[src/rtl/clock_alarm_core.sv]
// HH:MM:SS time-of-day counter with a settable alarm, a five-button adjust FSM
// and a timed alarm ringer. All outputs are registered. Time and alarm are stored as BCD.
module clock_alarm_core #(
  parameter int TICK_DIV  = 100_000_000,
  parameter int RING_SECS = 30,
  parameter int HOURS_MAX = 23
) (
  input  logic        clk,
  input  logic        rst,
  input  logic        btn_c,
  input  logic        btn_l,
  input  logic        btn_r,
  input  logic        btn_u,
  input  logic        btn_d,
  input  logic        alarm_en,
  output logic [15:0] disp_bcd,
  output logic [3:0]  digit_blank,
  output logic [7:0]  sec_bcd,
  output logic [2:0]  mode,
  output logic        alarm_ring,
  output logic        sec_led
);

  localparam int CW = $clog2(TICK_DIV);
  localparam logic [CW-1:0] CNT_LAST = CW'(TICK_DIV - 1);
  localparam logic [CW-1:0] CNT_HALF = CW'(TICK_DIV / 2);
  localparam logic [7:0] HR_MAX_BCD  = {4'(HOURS_MAX / 10), 4'(HOURS_MAX % 10)};
  localparam logic [7:0] MIN_MAX_BCD = 8'h59;
  localparam logic [7:0] RING_LAST   = 8'(RING_SECS - 1);

  localparam logic [2:0] S_RUN       = 3'd0;
  localparam logic [2:0] S_ADJ_T_HR  = 3'd1;
  localparam logic [2:0] S_ADJ_T_MIN = 3'd2;
  localparam logic [2:0] S_ADJ_A_HR  = 3'd3;
  localparam logic [2:0] S_ADJ_A_MIN = 3'd4;
  localparam logic [2:0] S_RINGING   = 3'd5;

  // Wrapping BCD step of a two-digit field whose largest value is vmax.
  function automatic logic [7:0] bcd_inc(input logic [7:0] v, input logic [7:0] vmax);
    if (v == vmax)              bcd_inc = 8'h00;
    else if (v[3:0] == 4'd9)    bcd_inc = {v[7:4] + 4'd1, 4'd0};
    else                        bcd_inc = {v[7:4], v[3:0] + 4'd1};
  endfunction

  function automatic logic [7:0] bcd_dec(input logic [7:0] v, input logic [7:0] vmax);
    if (v == 8'h00)             bcd_dec = vmax;
    else if (v[3:0] == 4'd0)    bcd_dec = {v[7:4] - 4'd1, 4'd9};
    else                        bcd_dec = {v[7:4], v[3:0] - 4'd1};
  endfunction

  logic [CW-1:0] r_cnt;
  logic [2:0]    r_state;
  logic [7:0]    r_hr, r_min, r_sec, r_ahr, r_amin, r_ring_cnt;
  logic [15:0]   r_disp;
  logic [3:0]    r_blank;
  logic          r_ring, r_sec_led;

  logic [CW-1:0] w_cnt_nxt;
  logic          w_tick, w_any_btn, w_hit, w_sel_hr, w_sel_alm, w_led_clr, w_led_nxt;
  logic [7:0]    w_sec_adv, w_min_adv, w_hr_adv;
  logic [7:0]    w_fld, w_fld_max, w_fld_new;
  logic [2:0]    w_state_nxt;
  logic [7:0]    w_hr_nxt, w_min_nxt, w_sec_nxt, w_ahr_nxt, w_amin_nxt, w_ring_nxt;
  logic [15:0]   w_disp_nxt;
  logic [3:0]    w_blank_nxt;

  always_comb begin
    w_tick    = (r_cnt == CNT_LAST);
    w_cnt_nxt = w_tick ? '0 : r_cnt + CW'(1);
    w_any_btn = btn_c | btn_l | btn_r | btn_u | btn_d;

    // Time as it would be after this cycle's tick, with sec->min->hr carries.
    w_sec_adv = w_tick ? bcd_inc(r_sec, MIN_MAX_BCD) : r_sec;
    w_min_adv = (w_tick && (r_sec == MIN_MAX_BCD)) ? bcd_inc(r_min, MIN_MAX_BCD) : r_min;
    w_hr_adv  = (w_tick && (r_sec == MIN_MAX_BCD) && (r_min == MIN_MAX_BCD)) ?
                bcd_inc(r_hr, HR_MAX_BCD) : r_hr;
    w_hit     = alarm_en && w_tick && (w_sec_adv == 8'h00) &&
                (w_hr_adv == r_ahr) && (w_min_adv == r_amin);

    w_sel_hr  = (r_state == S_ADJ_T_HR) || (r_state == S_ADJ_A_HR);
    w_sel_alm = (r_state == S_ADJ_A_HR) || (r_state == S_ADJ_A_MIN);
    w_fld_max = w_sel_hr ? HR_MAX_BCD : MIN_MAX_BCD;
    w_fld     = w_sel_alm ? (w_sel_hr ? r_ahr : r_amin) : (w_sel_hr ? r_hr : r_min);
    w_fld_new = btn_u ? bcd_inc(w_fld, w_fld_max) : bcd_dec(w_fld, w_fld_max);

    w_state_nxt = r_state;
    w_hr_nxt    = r_hr;
    w_min_nxt   = r_min;
    w_sec_nxt   = r_sec;
    w_ahr_nxt   = r_ahr;
    w_amin_nxt  = r_amin;
    w_ring_nxt  = r_ring_cnt;
    w_led_clr   = 1'b0;

    case (r_state)
      S_RUN: begin
        w_hr_nxt  = w_hr_adv;
        w_min_nxt = w_min_adv;
        w_sec_nxt = w_sec_adv;
        if (btn_c) begin
          w_state_nxt = S_ADJ_T_HR;
          w_sec_nxt   = 8'h00;
        end else if (w_hit) begin
          w_state_nxt = S_RINGING;
          w_ring_nxt  = 8'd0;
        end else begin
          w_state_nxt = S_RUN;
        end
      end
      S_ADJ_T_HR, S_ADJ_T_MIN, S_ADJ_A_HR, S_ADJ_A_MIN: begin
        if (btn_c) begin
          w_state_nxt = S_RUN;
          w_led_clr   = 1'b1;
        end else if (btn_l) begin
          w_state_nxt = (r_state == S_ADJ_T_HR) ? S_ADJ_A_MIN : r_state - 3'd1;
        end else if (btn_r) begin
          w_state_nxt = (r_state == S_ADJ_A_MIN) ? S_ADJ_T_HR : r_state + 3'd1;
        end else if (btn_u || btn_d) begin
          case ({w_sel_alm, w_sel_hr})
            2'b00:   w_min_nxt  = w_fld_new;
            2'b01:   w_hr_nxt   = w_fld_new;
            2'b10:   w_amin_nxt = w_fld_new;
            2'b11:   w_ahr_nxt  = w_fld_new;
            default: w_min_nxt  = r_min;
          endcase
        end else begin
          w_state_nxt = r_state;
        end
      end
      S_RINGING: begin
        w_hr_nxt  = w_hr_adv;
        w_min_nxt = w_min_adv;
        w_sec_nxt = w_sec_adv;
        // A button press only silences the alarm; it has no other effect here.
        if (w_any_btn || !alarm_en) begin
          w_state_nxt = S_RUN;
        end else if (w_tick) begin
          if (r_ring_cnt == RING_LAST) w_state_nxt = S_RUN;
          else                         w_ring_nxt  = r_ring_cnt + 8'd1;
        end else begin
          w_state_nxt = S_RINGING;
        end
      end
      default: begin
        w_state_nxt = S_RUN;
      end
    endcase

    w_led_nxt = w_led_clr ? 1'b0 : (w_cnt_nxt < CNT_HALF);

    if ((w_state_nxt == S_ADJ_A_HR) || (w_state_nxt == S_ADJ_A_MIN)) begin
      w_disp_nxt = {w_ahr_nxt, w_amin_nxt};
    end else begin
      w_disp_nxt = {w_hr_nxt, w_min_nxt};
    end

    if (!w_led_nxt) begin
      case (w_state_nxt)
        S_ADJ_T_HR, S_ADJ_A_HR:   w_blank_nxt = 4'b1100;
        S_ADJ_T_MIN, S_ADJ_A_MIN: w_blank_nxt = 4'b0011;
        default:                  w_blank_nxt = 4'b0000;
      endcase
    end else begin
      w_blank_nxt = 4'b0000;
    end
  end

  // State, time, alarm and output registers.
  always_ff @(posedge clk or posedge rst) begin
    if (rst) begin
      r_cnt      <= '0;
      r_state    <= S_RUN;
      r_hr       <= 8'h00;
      r_min      <= 8'h00;
      r_sec      <= 8'h00;
      r_ahr      <= 8'h00;
      r_amin     <= 8'h00;
      r_ring_cnt <= 8'd0;
      r_disp     <= 16'h0000;
      r_blank    <= 4'b0000;
      r_ring     <= 1'b0;
      r_sec_led  <= 1'b1;
    end else begin
      r_cnt      <= w_cnt_nxt;
      r_state    <= w_state_nxt;
      r_hr       <= w_hr_nxt;
      r_min      <= w_min_nxt;
      r_sec      <= w_sec_nxt;
      r_ahr      <= w_ahr_nxt;
      r_amin     <= w_amin_nxt;
      r_ring_cnt <= w_ring_nxt;
      r_disp     <= w_disp_nxt;
      r_blank    <= w_blank_nxt;
      r_ring     <= (w_state_nxt == S_RINGING);
      r_sec_led  <= w_led_nxt;
    end
  end

  assign disp_bcd    = r_disp;
  assign digit_blank = r_blank;
  assign sec_bcd     = r_sec;
  assign mode        = r_state;
  assign alarm_ring  = r_ring;
  assign sec_led     = r_sec_led;

endmodule

[config.mk]
export PLATFORM = sky130hd
export DESIGN_NAME = clock_alarm_core
export DESIGN_NICKNAME = d
export VERILOG_FILES = /design/src/rtl/clock_alarm_core.sv
export SDC_FILE = /design/constraint.sdc
export NUM_CORES = 1
export LEC_CHECK = 0
export ABC_AREA = 1
export CELL_PAD_IN_SITES_DETAIL_PLACEMENT = 0
export CELL_PAD_IN_SITES_GLOBAL_PLACEMENT = 2
export CORE_MARGIN = 10
export CORE_UTILIZATION = 31
export DETAILED_ROUTE_END_ITERATION = 8
export MAX_ROUTING_LAYER = met4
export PLACE_DENSITY = 0.8
export SLEW_MARGIN = 30
export SYNTH_ARGS = -nofsm -noshare
export SYNTH_HDL_FRONTEND = slang
export SYNTH_SLANG_ARGS = --single-unit
[constraint.sdc]
create_clock -name clk -period 3.24 [get_ports clk]
set_input_delay 0.81 -clock clk [delete_from_list [all_inputs] [get_ports clk]]
set_output_delay 0.81 -clock clk [all_outputs]
set_load 0.02 [all_outputs]
After elaboration in Yosys (flattened, before gate mapping)
Cells that the tools add are included.
- bits in registers: 100
- word-level logic and storage cells: 152
- input bits: 8
- add/sub/neg operators: 14
- equality and inequality tests: 30
- muxes and demuxes: 68
- $lt $le $gt $ge: 1
- bitwise gates (word level): 4
- reductions and logical operators: 23
- operators with widths (operator ; count):
    8-bit two-way mux ; 45
    8-bit case mux with 2 select lines ; 4
    4-bit by 1-bit adder with 4-bit output, second input constant ; 8
    3-bit two-way mux ; 10
    27-bit by 1-bit adder with 27-bit output, second input constant ; 1
    27-bit equality test, second input constant ; 1
    27-bit by 26-bit less-than comparator with 1-bit output, second input constant ; 1
    27-bit two-way mux ; 1
    4-bit equality test, second input constant ; 4
    8-bit by 7-bit equality test with 1-bit output, second input constant ; 2
    8-bit equality test ; 2
    8-bit zero test ; 2
    16-bit two-way mux ; 1
    3-bit by 2-bit equality test with 1-bit output, second input constant ; 4
    3-bit equality test, second input constant ; 4
    2-bit inequality test, second input constant ; 5
    3-bit case mux with 3 select lines ; 1
    8-bit by 1-bit adder with 8-bit output, second input constant ; 1
    8-bit by 5-bit equality test with 1-bit output, second input constant ; 1
    8-bit by 6-bit equality test with 1-bit output, second input constant ; 1
    8-bit by 7-bit equality test with 1-bit output ; 1
    4-bit case mux with 2 select lines ; 1
    4-bit by 1-bit subtractor with 4-bit output, second input constant ; 2
    7-bit two-way mux ; 1
    18 further kinds ; 36

Longest topological paths before layout
Gate-level depths: netlist (run 1).
- word-level depth: 15
- depth in mapped cells: 24
- gate-level depth less buffers: 23

Worst setup path before layout (run 1)
Ideal clock, no wire load.
- kind: reg-to-reg
- from: register r_state[0] (netlist: mode[0])
- to: register r_disp[12] (netlist: disp_bcd[12])
- library setup time: 0.116 ns
- period minus slack after synthesis: 3.101 ns
- data arrival time: 2.985 ns
- stages on the path, launching flop included: 20
- setup slack: 0.139 ns
- cells stage by stage: dfrtp_1 -> inv_1 -> ha_1 -> nand2_1 -> nand2_1 -> nor2_1 -> a21oi_1 -> o21ai_0 -> ha_1 -> inv_1 -> nor3_4 -> nand3_2 -> nor2_1 -> nand2_1 -> nand3_1 -> nand2_1 -> o21ai_0 -> nand2_1 -> nand2_1 -> nand2_1
- longest elaborated chain between the ends: 15
- elaborated cells on any way between the ends: 54
- classes of those cells: add/sub (4); eq/ne (11); mux (31); reduce/logical (8)
- ends and longest elaborated chain (item ; RTL line ; RTL):
    from (decl) ; 52 ; logic [2:0] r_state;
    from (signal assigned) ; 185 ; r_state <= w_state_nxt;
    3-bit by 1-bit equality test with 1-bit output or 3-bit by 2-bit equality test with 1-bit output (tied branches) ; 80, 95, 81 ;
    1-bit logical OR ; 80 ; w_sel_hr = (r_state == S_ADJ_T_HR) || (r_state == S_ADJ_A_HR);
    8-bit two-way mux (2 in series) ; 83 ; w_fld = w_sel_alm ? (w_sel_hr ? r_ahr : r_amin) : (w_sel_hr ? r_hr : r_min);
    4-bit by 1-bit subtractor with 4-bit output, or another cell as far along ; 47 ; else if (v[3:0] == 4'd0) bcd_dec = {v[7:4] - 4'd1, 4'd9};
    8-bit two-way mux, on equally long branches ; 47, 41 ;
    8-bit two-way mux, on equally long branches ; 46, 40 ;
    8-bit two-way mux ; 84 ; w_fld_new = btn_u ? bcd_inc(w_fld, w_fld_max) : bcd_dec(w_fld, w_fld_max);
    8-bit two-way mux ; 119 ; case ({w_sel_alm, w_sel_hr})
    8-bit two-way mux ; 118 ; end else if (btn_u || btn_d) begin
    8-bit two-way mux ; 116 ; end else if (btn_r) begin
    8-bit two-way mux ; 114 ; end else if (btn_l) begin
    8-bit two-way mux ; 111 ; if (btn_c) begin
    8-bit case mux with 2 select lines (*) ; 95 ; case (r_state)
    net w_hr_nxt[4] ; 63 ; logic [7:0] w_hr_nxt, w_min_nxt, w_sec_nxt, w_ahr_nxt, w_amin_nxt, w_ring_nxt;
    16-bit two-way mux (*) ; 151 ; if ((w_state_nxt == S_ADJ_A_HR) || (w_state_nxt == S_ADJ_A_MIN)) begin
    net w_disp_nxt[12] ; 64 ; logic [15:0] w_disp_nxt;
    to (signal assigned) ; 192 ; r_disp <= w_disp_nxt;
    to (decl) ; 54 ; logic [15:0] r_disp;
The timed path passes the listed nets; every way through them passes the cells marked *.
A chain may end at the register's enable or synchronous reset.

Final worst setup path (run 1)
- from: register r_cnt[0]
- to: register r_disp[0] (netlist: disp_bcd[0])
- longest elaborated chain between the ends: 13
- elaborated cells on any way between the ends: 23
- classes of those cells: eq/ne (5); mux (10); reduce/logical (8)
- ends and longest elaborated chain (item ; RTL line ; RTL):
    from (decl) ; 51 ; logic [CW-1:0] r_cnt;
    from (signal assigned) ; 184 ; r_cnt <= w_cnt_nxt;
    27-bit equality test (*) ; 68 ; w_tick = (r_cnt == CNT_LAST);
    1-bit logical AND ; 74, 75 ;
    1-bit logical AND ; 75 ; w_hr_adv = (w_tick && (r_sec == MIN_MAX_BCD) && (r_min == MIN_MAX_BCD)) ?
    8-bit two-way mux ; 75 ;
    8-bit equality test ; 78 ; (w_hr_adv == r_ahr) && (w_min_adv == r_amin);
    1-bit logical AND ; 77 ; w_hit = alarm_en && w_tick && (w_sec_adv == 8'h00) &&
    1-bit logical AND ; 78 ;
    3-bit two-way mux ; 103 ; end else if (w_hit) begin
    3-bit two-way mux ; 100 ; if (btn_c) begin
    3-bit case mux with 3 select lines ; 95 ;
    3-bit by 2-bit equality test with 1-bit output or 3-bit equality test (tied branches) ; 151 ;
    1-bit logical OR ; 151 ;
    16-bit two-way mux (*) ; 151 ;
    net w_disp_nxt[0] ; 64 ;
Marks and branches as above.

==> results of run 1 <==
worst reg2reg max path, delay by kind of cell (launching register included):
family,cells,cell delay [ns]
simple gates,16,1.60
buf+inv,3,0.52
flops,1,0.40
compound gates,1,0.27
fa+ha+maj,1,0.17
kinds of logic after synthesis:
| logic type | Yosys count | share of synthesized area, % |
|---|---|---|
| xor gates and xnor gates | 25 | 3.01 |
| adders and majority gates | 25 | 4.30 |
| and+or+nand+nor | 619 | 38.2 |
| DFF | 98 | 33.7 |
| AOI/OAI and AO/OA | 132 | 10.1 |
| buffers and inverters | 196 | 10.7 |
worst max path at each step:
stage	depth (start not counted)	start	to
after floorplan	19	mode[0]	disp_bcd[12]
after global placement	19	mode[0]	disp_bcd[0]
after detailed placement	17	mode[1]	disp_bcd[0]
after CTS	22	r_cnt[1]	disp_bcd[8]
after global routing	21	sec_bcd[1]	r_ring_cnt[0]
final	21	r_cnt[0]	disp_bcd[0]
area by class of cell:
cell class	instances	area, µm²
fillers	2432	13500
repair buffers	154	1320
flip-flops and latches	98	2450
multi-input cells	801	4220
clock buffers	9	225
clock inverters	7	105
inverters	176	664
well taps	313	392
stage by stage:
step	util, %	power, mW
3_3_place_gp	38.2	7.20
5_1_grt	41.0	9.44
4_1_cts	39.7	8.46
2_1_floorplan	-	5.07
3_5_place_dp	38.2	7.16
6_report	41.0	8.72
layout by cell type, fill, tap and decap left out, drive strengths merged, types with 2 or more instances in the layout:
cell type      count
nand2            319
ha                25
clkinvlp           2
xnor2              2
o22ai             17
or2                5
bufinv             2
buf              114
dfrtp             97
a21o               3
nor3              16
nand3b             3
o221ai             2
a21oi             37
a211oi             2
nor3b              3
nand3            132
nand4             28
o21ai             59
inv              178
nor4               7
clkdlybuf4s50     40
nor2             106
xor2              23
o21bai             2
o211ai             7
clkbuf             9
power groups by stage:
stage | logic [mW] | registers (mW) | clock network [mW]
global route | 6.19 | 1.93 | 1.32
CTS | 5.31 | 1.88 | 1.27
floorplan | 3.06 | 2.00 | 0
global placement | 5.29 | 1.91 | 0
finish | 5.59 | 1.89 | 1.24
detailed placement | 5.26 | 1.90 | 0
repair_timing:
action                                 4_1_cts  5_1_grt
endpoints found under the hold margin        0        0
pin swaps                                    0       11
setup buffers                                0       15
resized for setup                            4       58
setup endpoints to repair                    5       48
layer usage:
metal / share of wire (%) / vias to the layer above / global-route usage (%) / wire (µm)
li1: - / 3809 / - / -
met1: 47 / 3573 / 22.6 / 12000
met2: 47 / 222 / 27.4 / 12000
met3: 4.9 / 30 / 2.64 / 1250
met4: 1.8 / 0 / 4.53 / 469
met5: 0 / - / - / 0
sequential cells by signal, summed over array words and instances (netlist names):
| register | count |
|---|---|
| disp_bcd | 16 |
| digit_blank | 2 |
| sec_bcd | 8 |
| alarm_ring | 1 |
| r_hr | 8 |
| sec_led | 1 |
| mode | 3 |
| r_cnt | 27 |
| r_ahr | 8 |
| r_amin | 8 |
| r_ring_cnt | 8 |
| r_min | 8 |
==> results.cfg, run 1 <==
[finish]
drive_gt1_share_pct = 16.5
syn_to_final_growth_pct = 29.0
diodes = 0
fin_area_um2 = 9380
fin_nets = 1273
stdcell_count = 1558

[sta]
hold_viol_final = 0
holdWs_ns = 0.557
fin_crit_ns = 3.06
fin_ws_ns = 0.178
post-route-period-util_pct = 94.5
skew_ns = 0.0165
relSlewSlack_pct = 41.4
slew_violations = 0
clock.fmax_mhz = 327
setup-tns-final_ns = 0
rsz0062_at_grt = yes
worst_pin_slew_ns = 0.870
setup_violations = 0

[hold_path]
hold_class = flip-flop to flip-flop
hold_end = r_cnt[25]
min_from = r_cnt[25]
whs_path_depth = 2

[routing]
vias = 7634
detail_route.wl_per_cell_um = 16.5
wirelength_um = 25600
antenna_left = 0
drc = 0
drt_iter0_drc = 685
first_pass_iters = 5
avgViaCountPerCell = 4.90

[floorplanning]
ioPinCount = 41
core-area_um2 = 22800
num_rows = 55
dieWidth_um = 173
die-area_um2 = 30000
start_util_pct = 31.8
fp.dieH_um = 173

[synth]
synth-edff-count = 0
yosysTopAreaCell = dfrtp_1
netlist_area_um2 = 7270
synthCells = 1095
synth_top_flop_cell = dfrtp_1
ys_seq_area_share_pct = 33.7
avgSynthCellArea_um2 = 6.64
async_flop_share_pct = 100
yosysMostFrequentCell = nand2_1
synth.area.top_cells = dfrtp_1 (33%), nand2_1 (16%), nand3_1 (8.8%)
synth_top_area_share_pct = 33.4
netlist_top_cells_count = nand2_1 (307), inv_1 (170), nand3_1 (128)
syn-num-nets = 1128
synth_cell_types = 42
yosysWarnings = 0
synth-seq-cells = 98

[setup_path]
critPathSlowestCell = dfrtp_1
critical_path.max_stage_delay_ns = 0.40
ff2ff_setup_slack_ns = 0.18
reg2reg_from = r_cnt[0]
critPathBufInv = 3
path_class = flip-flop to flip-flop
cp-end-kind = flip-flop
critical_path_arrival_ns = 3.30
crit_top_cell = nand2_1
path_delay_family = simple AND/OR/NAND/NOR gates
critPathMaxFanout = 8
r2r-end = disp_bcd[0]
crit_chain = ha_4, nand3_4, nor2_4, nand2_4, nor2_8, nand3_4, buf_4, nand2_1, nand3_1, nand2_1, nor2_1, nand2_1, nor2_1, buf_4, nand3_4, nor2_4, a21oi_1, nand2_4, buf_4, nand3_1, nand2_1
crit_path_start_kind = flip-flop
rr_worst_depth = 21
cp.required_ns = 3.47

[power_and_ir_drop]
peakVddDrop_mv = 0.636
p_leak_nw = 4.73
seqPwrFrac_pct = 21.7
p_clk_share_pct = 14.2
p_int_mw = 4.35
switching_share_pct = 50.1
switchingPower_mw = 4.37
power_frac_comb_pct = 64.1
power.density_nw_per_um2 = 929

[clocking]
htreeDepth = 3
numCtsBuffers = 9
insertion_delay_ns = 0.36
clockBufferDepth = 2
cts_tree = yes
cts_sinks = 98
hold_buffers = 0
cts.clk_slew.worst_paths_ns = 0.08
cts_root_buf = clkbuf_16

[grt]
antenna_found_initial = 0
grt_max_degree = 99
grt_pass1_vias = 7294
gr-total-overflow = 0
grtUsageTotal_pct = 17.3
grt_pass1_wl_um = 40600

[outcome]
status = completed

[placed_design]
finalWeightedCongestion = 0.946
dp_cells = 1527
post-dp-hpwl_um = 19800
place_area_um2 = 8730
pre_cts_slack_ns = -0.0576
portBuffers = 40

[run]
maxCapViolations = 0
(Power assumes the default switching activity.)
==> run 2: changes to the inputs <==
--- a/config.mk
+++ b/config.mk
@@ -6,6 +6,7 @@
 export NUM_CORES = 1
 export LEC_CHECK = 0
 export ABC_AREA = 1
+export CAP_MARGIN = 30
 export CELL_PAD_IN_SITES_DETAIL_PLACEMENT = 0
 export CELL_PAD_IN_SITES_GLOBAL_PLACEMENT = 2
 export CORE_MARGIN = 10
==> results of run 2 <==
Final layout, timing and power as in run 1 (identical DEF).
